`config.mk`:
```
export PLATFORM = sky130hd
export DESIGN_NAME = rs_tx_block_sched
export DESIGN_NICKNAME = d
export VERILOG_FILES = /design/src/rtl/rs_tx_block_sched_pkg.sv /design/src/rtl/rs_tx_sym_mux.sv /design/src/rtl/rs_tx_block_sched.sv
export SDC_FILE = /design/constraint.sdc
export NUM_CORES = 1
export LEC_CHECK = 0
export ABC_CLOCK_PERIOD_IN_PS = 3540
export CORE_MARGIN = 10
export CORE_UTILIZATION = 50
export CTS_CLUSTER_SIZE = 20
export DETAILED_ROUTE_END_ITERATION = 6
export PLACE_DENSITY_LB_ADDON = 0.05
export SYNTH_ARGS = -nofsm -noshare
export SYNTH_HDL_FRONTEND = slang
export SYNTH_SLANG_ARGS = --single-unit
```
`constraint.sdc`:
```
create_clock -name i_clk -period 3.54 [get_ports i_clk]
set_clock_uncertainty 0.1 [all_clocks]
set_input_delay 0.708 -clock i_clk [delete_from_list [all_inputs] [get_ports i_clk]]
set_output_delay 0.708 -clock i_clk [all_outputs]
set_load 0.03 [all_outputs]
```
`src/rtl/rs_tx_block_sched_pkg.sv`:
```
// Shared constants and types for the RS(N,K) TX block scheduler: link K-characters,
// fixed SOF/pad bytes, RS geometry defaults, FSM states and symbol-mux selects.
package rs_tx_block_sched_pkg;

  localparam int RS_CNT_W     = 10;
  localparam int RS_N_DEF     = 15;
  localparam int RS_K_DEF     = 11;
  localparam int MIN_IDLE_DEF = 4;

  localparam logic [7:0] CHAR_I   = 8'hBC;  // K28.5
  localparam logic [7:0] CHAR_S   = 8'hFB;  // K27.7
  localparam logic [7:0] CHAR_A   = 8'h7C;  // K28.3
  localparam logic [7:0] SOF_BYTE = 8'h55;
  localparam logic [7:0] PAD_BYTE = 8'h00;

  typedef enum logic [2:0] {
    ST_IDLE = 3'd0,
    ST_SOF  = 3'd1,
    ST_DATA = 3'd2,
    ST_PAD  = 3'd3,
    ST_CHK  = 3'd4
  } state_e;

  typedef enum logic [2:0] {
    SEL_IDLE,
    SEL_SOF_S,
    SEL_SOF_A,
    SEL_SOF_D,
    SEL_PAYLOAD,
    SEL_PAD,
    SEL_PARITY
  } sym_sel_e;

endpackage

```
`src/rtl/rs_tx_sym_mux.sv`:
```
// Registered symbol mux feeding the 8b/10b encoder: picks idle, SOF, payload,
// pad or RS parity for the next transmitted symbol.
module rs_tx_sym_mux
  import rs_tx_block_sched_pkg::*;
(
  input  logic       i_clk,
  input  logic       i_rst_n,
  input  sym_sel_e   i_sel,
  input  logic [7:0] i_pl_data,
  input  logic [7:0] i_enc_chk,
  output logic [7:0] o_tx_data,
  output logic       o_tx_datak
);

  logic [7:0] tx_data_d, tx_data_q;
  logic       tx_datak_d, tx_datak_q;

  // NOTE: every signal driven in always_comb gets a default first, so no path can infer a latch.
  always_comb begin
    tx_data_d  = CHAR_I;
    tx_datak_d = 1'b1;
    unique case (i_sel)
      SEL_SOF_S:   tx_data_d = CHAR_S;
      SEL_SOF_A:   tx_data_d = CHAR_A;
      SEL_SOF_D:   begin tx_data_d = SOF_BYTE;  tx_datak_d = 1'b0; end
      SEL_PAYLOAD: begin tx_data_d = i_pl_data; tx_datak_d = 1'b0; end
      SEL_PAD:     begin tx_data_d = PAD_BYTE;  tx_datak_d = 1'b0; end
      SEL_PARITY:  begin tx_data_d = i_enc_chk; tx_datak_d = 1'b0; end
      default:     ;
    endcase
  end

  // NOTE: clocked state uses non-blocking assignments so all registers update from pre-edge values.
  always_ff @(posedge i_clk) begin
    if (!i_rst_n) begin
      tx_data_q  <= CHAR_I;
      tx_datak_q <= 1'b1;
    end else begin
      tx_data_q  <= tx_data_d;
      tx_datak_q <= tx_datak_d;
    end
  end

  assign o_tx_data  = tx_data_q;
  assign o_tx_datak = tx_datak_q;

endmodule

```
`src/rtl/rs_tx_block_sched.sv`:
```
// TX scheduler framing payload into RS(N,K) blocks: |I| gap, |S||A|55 SOF, data/pad, parity.
// Define RS_TX_SCHED_STATS_EN to add frame/block/underrun statistics counters.
module rs_tx_block_sched
  import rs_tx_block_sched_pkg::*;
#(
  parameter int RS_N     = RS_N_DEF,
  parameter int RS_K     = RS_K_DEF,
  parameter int MIN_IDLE = MIN_IDLE_DEF
) (
  input  logic        i_clk,
  input  logic        i_rst_n,
  input  logic        i_link_up,
  input  logic        i_pl_vld,
  input  logic [7:0]  i_pl_data,
  input  logic        i_pl_last,
  output logic        o_pl_rdy,
  output logic        o_enc_sop,
  output logic        o_enc_vld,
  output logic [7:0]  o_enc_data,
  output logic        o_enc_chk_rd,
  input  logic [7:0]  i_enc_chk,
  output logic [7:0]  o_tx_data,
  output logic        o_tx_datak,
  output logic        o_underrun
`ifdef RS_TX_SCHED_STATS_EN
  ,
  output logic [15:0] o_frame_cnt,
  output logic [15:0] o_block_cnt,
  output logic [15:0] o_underrun_cnt
`endif
);

  localparam logic [RS_CNT_W-1:0] K_LAST   = RS_CNT_W'(RS_K - 1);
  localparam logic [RS_CNT_W-1:0] N_LAST   = RS_CNT_W'(RS_N - 1);
  localparam logic [RS_CNT_W-1:0] SOF_LAST = RS_CNT_W'(2);
  localparam int                  GAP_W    = $clog2(MIN_IDLE + 1);
  localparam logic [GAP_W-1:0]    GAP_MAX  = GAP_W'(MIN_IDLE);

  state_e              state_q, state_d;
  logic [RS_CNT_W-1:0] blk_cnt_q, blk_cnt_d;
  logic [GAP_W-1:0]    gap_cnt_q, gap_cnt_d, gap_inc;
  logic                done_q, done_d;
  sym_sel_e            sym_sel;
  logic                abort;

  assign abort   = !i_rst_n || !i_link_up;
  // gap_inc counts the |I| being emitted this cycle, so a held vld yields exactly MIN_IDLE idles.
  assign gap_inc = (gap_cnt_q == GAP_MAX) ? GAP_MAX : gap_cnt_q + GAP_W'(1);

  always_comb begin
    state_d      = state_q;
    blk_cnt_d    = blk_cnt_q;
    gap_cnt_d    = gap_cnt_q;
    done_d       = done_q;
    sym_sel      = SEL_IDLE;
    o_pl_rdy     = 1'b0;
    o_enc_sop    = 1'b0;
    o_enc_vld    = 1'b0;
    o_enc_data   = 8'h00;
    o_enc_chk_rd = 1'b0;
    o_underrun   = 1'b0;
    if (abort) begin
      state_d   = ST_IDLE;
      blk_cnt_d = '0;
      gap_cnt_d = '0;
      done_d    = 1'b0;
    end else begin
      unique case (state_q)
        ST_IDLE: begin
          gap_cnt_d = gap_inc;
          if (i_pl_vld && gap_inc == GAP_MAX) begin
            state_d   = ST_SOF;
            blk_cnt_d = '0;
            done_d    = 1'b0;
          end
        end
        ST_SOF: begin
          // SOF symbols occupy the first three data positions of block 0.
          o_enc_vld  = 1'b1;
          o_enc_data = SOF_BYTE;
          o_enc_sop  = (blk_cnt_q == '0);
          sym_sel    = (blk_cnt_q == '0)        ? SEL_SOF_S :
                       (blk_cnt_q == RS_CNT_W'(1)) ? SEL_SOF_A : SEL_SOF_D;
          blk_cnt_d  = blk_cnt_q + RS_CNT_W'(1);
          if (blk_cnt_q == SOF_LAST) state_d = ST_DATA;
        end
        ST_DATA: begin
          o_pl_rdy  = 1'b1;
          o_enc_vld = 1'b1;
          o_enc_sop = (blk_cnt_q == '0);
          blk_cnt_d = blk_cnt_q + RS_CNT_W'(1);
          if (i_pl_vld) begin
            sym_sel    = SEL_PAYLOAD;
            o_enc_data = i_pl_data;
            if (i_pl_last) done_d = 1'b1;
          end else begin
            sym_sel    = SEL_PAD;
            o_enc_data = PAD_BYTE;
            o_underrun = 1'b1;
          end
          if (blk_cnt_q == K_LAST)            state_d = ST_CHK;
          else if (i_pl_vld && i_pl_last)     state_d = ST_PAD;
        end
        ST_PAD: begin
          o_enc_vld  = 1'b1;
          o_enc_data = PAD_BYTE;
          sym_sel    = SEL_PAD;
          blk_cnt_d  = blk_cnt_q + RS_CNT_W'(1);
          if (blk_cnt_q == K_LAST) state_d = ST_CHK;
        end
        ST_CHK: begin
          o_enc_chk_rd = 1'b1;
          sym_sel      = SEL_PARITY;
          if (blk_cnt_q == N_LAST) begin
            blk_cnt_d = '0;
            if (done_q) begin
              state_d   = ST_IDLE;
              gap_cnt_d = '0;
              done_d    = 1'b0;
            end else begin
              state_d = ST_DATA;
            end
          end else begin
            blk_cnt_d = blk_cnt_q + RS_CNT_W'(1);
          end
        end
        default: state_d = ST_IDLE;
      endcase
    end
  end

  always_ff @(posedge i_clk) begin
    if (!i_rst_n) begin
      state_q   <= ST_IDLE;
      blk_cnt_q <= '0;
      gap_cnt_q <= '0;
      done_q    <= 1'b0;
    end else begin
      state_q   <= state_d;
      blk_cnt_q <= blk_cnt_d;
      gap_cnt_q <= gap_cnt_d;
      done_q    <= done_d;
    end
  end

  rs_tx_sym_mux u_sym_mux (
    .i_clk      (i_clk),
    .i_rst_n    (i_rst_n),
    .i_sel      (sym_sel),
    .i_pl_data  (i_pl_data),
    .i_enc_chk  (i_enc_chk),
    .o_tx_data  (o_tx_data),
    .o_tx_datak (o_tx_datak)
  );

`ifdef RS_TX_SCHED_STATS_EN
  logic [15:0] frame_cnt_q, block_cnt_q, underrun_cnt_q;

  always_ff @(posedge i_clk) begin
    if (!i_rst_n) begin
      frame_cnt_q    <= '0;
      block_cnt_q    <= '0;
      underrun_cnt_q <= '0;
    end else begin
      if (state_q != ST_SOF && state_d == ST_SOF) frame_cnt_q <= frame_cnt_q + 16'd1;
      if (state_q != ST_CHK && state_d == ST_CHK) block_cnt_q <= block_cnt_q + 16'd1;
      if (o_underrun) underrun_cnt_q <= underrun_cnt_q + 16'd1;
    end
  end

  assign o_frame_cnt    = frame_cnt_q;
  assign o_block_cnt    = block_cnt_q;
  assign o_underrun_cnt = underrun_cnt_q;
`endif

endmodule

```
==> results summary <==
The minimum period implied by the final worst setup slack came out at between 3 and 4 ns. The number of antenna violations at the first check in global routing came out at 0. The total length of routed wires came out at 4320 um.

The mean post-synth cell area came out at 7.84 sq um. The via count of the routed design is approximately 1600. The fmax came out at 0.308 GHz.

Max-cap violations in this run came to 0. Clock tree synthesis selected as its root buffer the cell clkbuf_4. Gates resized during post-CTS repair numbered 0. The number of antenna diodes in the final layout is 0. The number of buffers on the longest clock path is 2.

Clock-pin slew was measured on the worst setup and hold paths at 0.14 ns. The TritonCTS clock tree is built. The finished layout cell area came out at 2020 sq um.

The share of the cycle needed by the critical path after routing came out at 91.8%. For this design, the slowest cell found on the critical path is clkdlybuf4s50_1. Synthesis inferred 26 register bits.

The flow ran to the end, and the final reports show no timing, DRC or antenna violations. The biggest fanout along the worst timing path is 6. Summed over all failing endpoints, the final setup total negative slack is 0 ns. For this design the ratio of total power to cell area is 269 nW/um^2. The count of pins over their slew limit came out at 0. The top cell type by total area after synthesis is dfxtp_1. The proportion of layout cells with a drive suffix above 1 came out at about a tenth.

The placed wire-length estimate is 3470 um. The number of enable-type register cells in the synthesized netlist came out at 0. Counting the buffers created by CTS gives 3. Measured against its own limit, the worst slew margin works out to 67.1%. The die span in x came out at 75.1 um. The startpoint kind of the worst setup timing path is an input port. The proportion of netlist area held by the largest area contributor came out at roughly 34%. The largest single stage delay on the critical path is between 0.6 and 0.7 ns. The utilization after layout is 71.5%.

The critical path in this run is classified as input port to output pin. The cell count after synthesis came out at 194. In this run the number of H-tree levels came out at 1. CTS saw 26 sinks. The core area came out at 2830 sq um.

The final routed wire length divided by cell count came out at 16.1 um. The source-to-sink clock delay at the later pin of the worst-skew pair is around 0.33 ns. For this run, the leading register cell type out of synthesis is dfxtp_1.

The area enclosed by the die boundary is 5650 sq um. Once detail routing completed, the nets flagged for antenna violations numbered 0. Yosys printed 0 warnings. When the netlist entered floorplanning its net count stood at 221. The count of endpoints failing setup in the final report is 0. Setup repair after global routing left no endpoint under its margin. The pin slew with the least headroom to its limit came out at approximately 0.49 ns. The number of vias per cell after detailed routing came out at 5.84.

The number of global-route vias before repair is 1463. The number of violations reported at the end of detailed-routing iteration 0 is 119. The remaining global-route overflow came out at 0. The proportion of synthesized flip-flops having asynchronous set or reset came out at 0%. The final-report hold violation count came to 0. The analysis attributes to cell leakage a power of 0.828 nW. The type of the tightest min-delay check is flop to flop.

The count of unique library cells instantiated by Yosys came out at 48. The arrival time of data at the critical path endpoint came out at 2.44 ns. In the layout the commonest cells are clkdlybuf4s50_1, nand2_1, dfxtp_1.

During I/O placement, the number of pins put on the boundary was 43. The quantity of hold-fixing buffers added after cts came out at 0. The most common cell after layout, fill and taps aside is clkdlybuf4s50_1. The number of input and output port buffers inserted is 42. The signal on the critical path passes through clkdlybuf4s50_1, and2_1, and3_1, nand2_1, nand2_1, clkdlybuf4s50_1.

The height of the die came out at 75.1 um. The initial core utilization is 53.7%. The wire length of the first global-routing pass is between 6000 and 7000 um. The growth of design area from synthesis to finish is 33.0%.

The worst setup path is captured at an output pin. The part of the Yosys area used for sequential elements came out at 34.2%. The required time at the worst-slack endpoint came out at roughly 2.7 ns. The pin count of the biggest net entering global routing came out at 16.

After the last flow step, the layout net total stands at 266. The maximum VDD drop came out at roughly 0.00025 V. The number of rows created at floorplan came out at 19. The remaining routing DRC violations came out at 0. By area the synthesized netlist is led by dfxtp_1, nand2_1, ha_1.

For this run, the detailed router's first-pass iteration total came to 4. The all-layer global routing usage is between 10% and 20%. The weighted congestion at the end of routability-driven global placement came out at ~0.90.

The worst hold margin came out at just over 0.4 ns. Post-CTS timing repair inserted 0 buffers for setup. The instance area after placement is 1970 sq um. The post-synthesis instance area came out at 1520 sq um.
sequential cells by signal, indices dropped and copies added (netlist names):
signal / cells
state_q: 3
u_sym_mux.o_tx_data: 8
u_sym_mux.o_tx_datak: 1
gap_cnt_q: 3
blk_cnt_q: 10
done_q: 1
final cells by class:
| class | instances | area [sq um] |
|---|---|---|
| fill | 246 | 807 |
| timing repair buffer | 48 | 445 |
| inverter | 9 | 33.8 |
| multi-input combinational | 151 | 931 |
| sequential | 26 | 520 |
| clock buffer | 3 | 22.5 |
| clock inverter | 1 | 30.0 |
| tap | 31 | 38.8 |
power by group:
group / internal (mW) / switching (mW)
logic: 0.0267 / 0.0163
clock network: 0.115 / 0.0911
registers: 0.294 / 0.00105
total: 0.435 / 0.108
per-layer routing:
layer	track usage (%)	up-vias	share of wire [%]
met5	0	-	0
met4	6.19	0	1.4
met3	4.47	5	10
met2	26.2	71	46
met1	17.9	722	42
li1	-	774	-
final timing paths:
check	endpoint	from	slack, ns	depth (start not counted)
worst max-delay path	o_enc_data[0]	i_rst_n	0.29	6
worst min-delay path	gap_cnt_q[1]	gap_cnt_q[1]	0.41	2
worst max register to register	blk_cnt_q[5]	blk_cnt_q[0]	1.46	7
worst min register to register	gap_cnt_q[1]	gap_cnt_q[1]	0.41	2
kinds of logic (layout without fill, tap and decap cells):
family | count (synthesis) | after routing | share of synthesized area, %
simple gates | 91 | 91 | 31.8
compound gates | 47 | 47 | 20.3
flops | 26 | 26 | 34.2
buf+inv | 17 | 61 | 4.53
fa+ha+maj | 6 | 6 | 4.94
xor+xnor | 5 | 5 | 2.88
mux | 2 | 2 | 1.32
per-stage QoR:
step           instances  total power, mW  worst slack (ns)
6_report             269            0.544             0.290
5_1_grt              269            0.563             0.191
4_1_cts              269            0.550             0.297
3_5_place_dp         265            0.343             0.305
3_3_place_gp         265            0.342             0.323
2_1_floorplan        194            0.314             0.983
worst max-delay path: cells and delay by family:
kind	cells	cell delay (ns)
simple gates	4	0.58
buf+inv	2	1.15
cells in the mapped netlist, drive strengths merged, types with 4 or more instances:
cell    instances
a21oi          10
nand3b          4
dfxtp          26
clkbuf          5
nand3           5
ha              6
and2            6
nand2          30
inv             9
nor2           17
o21ai          13
and3            6
No activity file was read; power rests on OpenSTA's default activity.
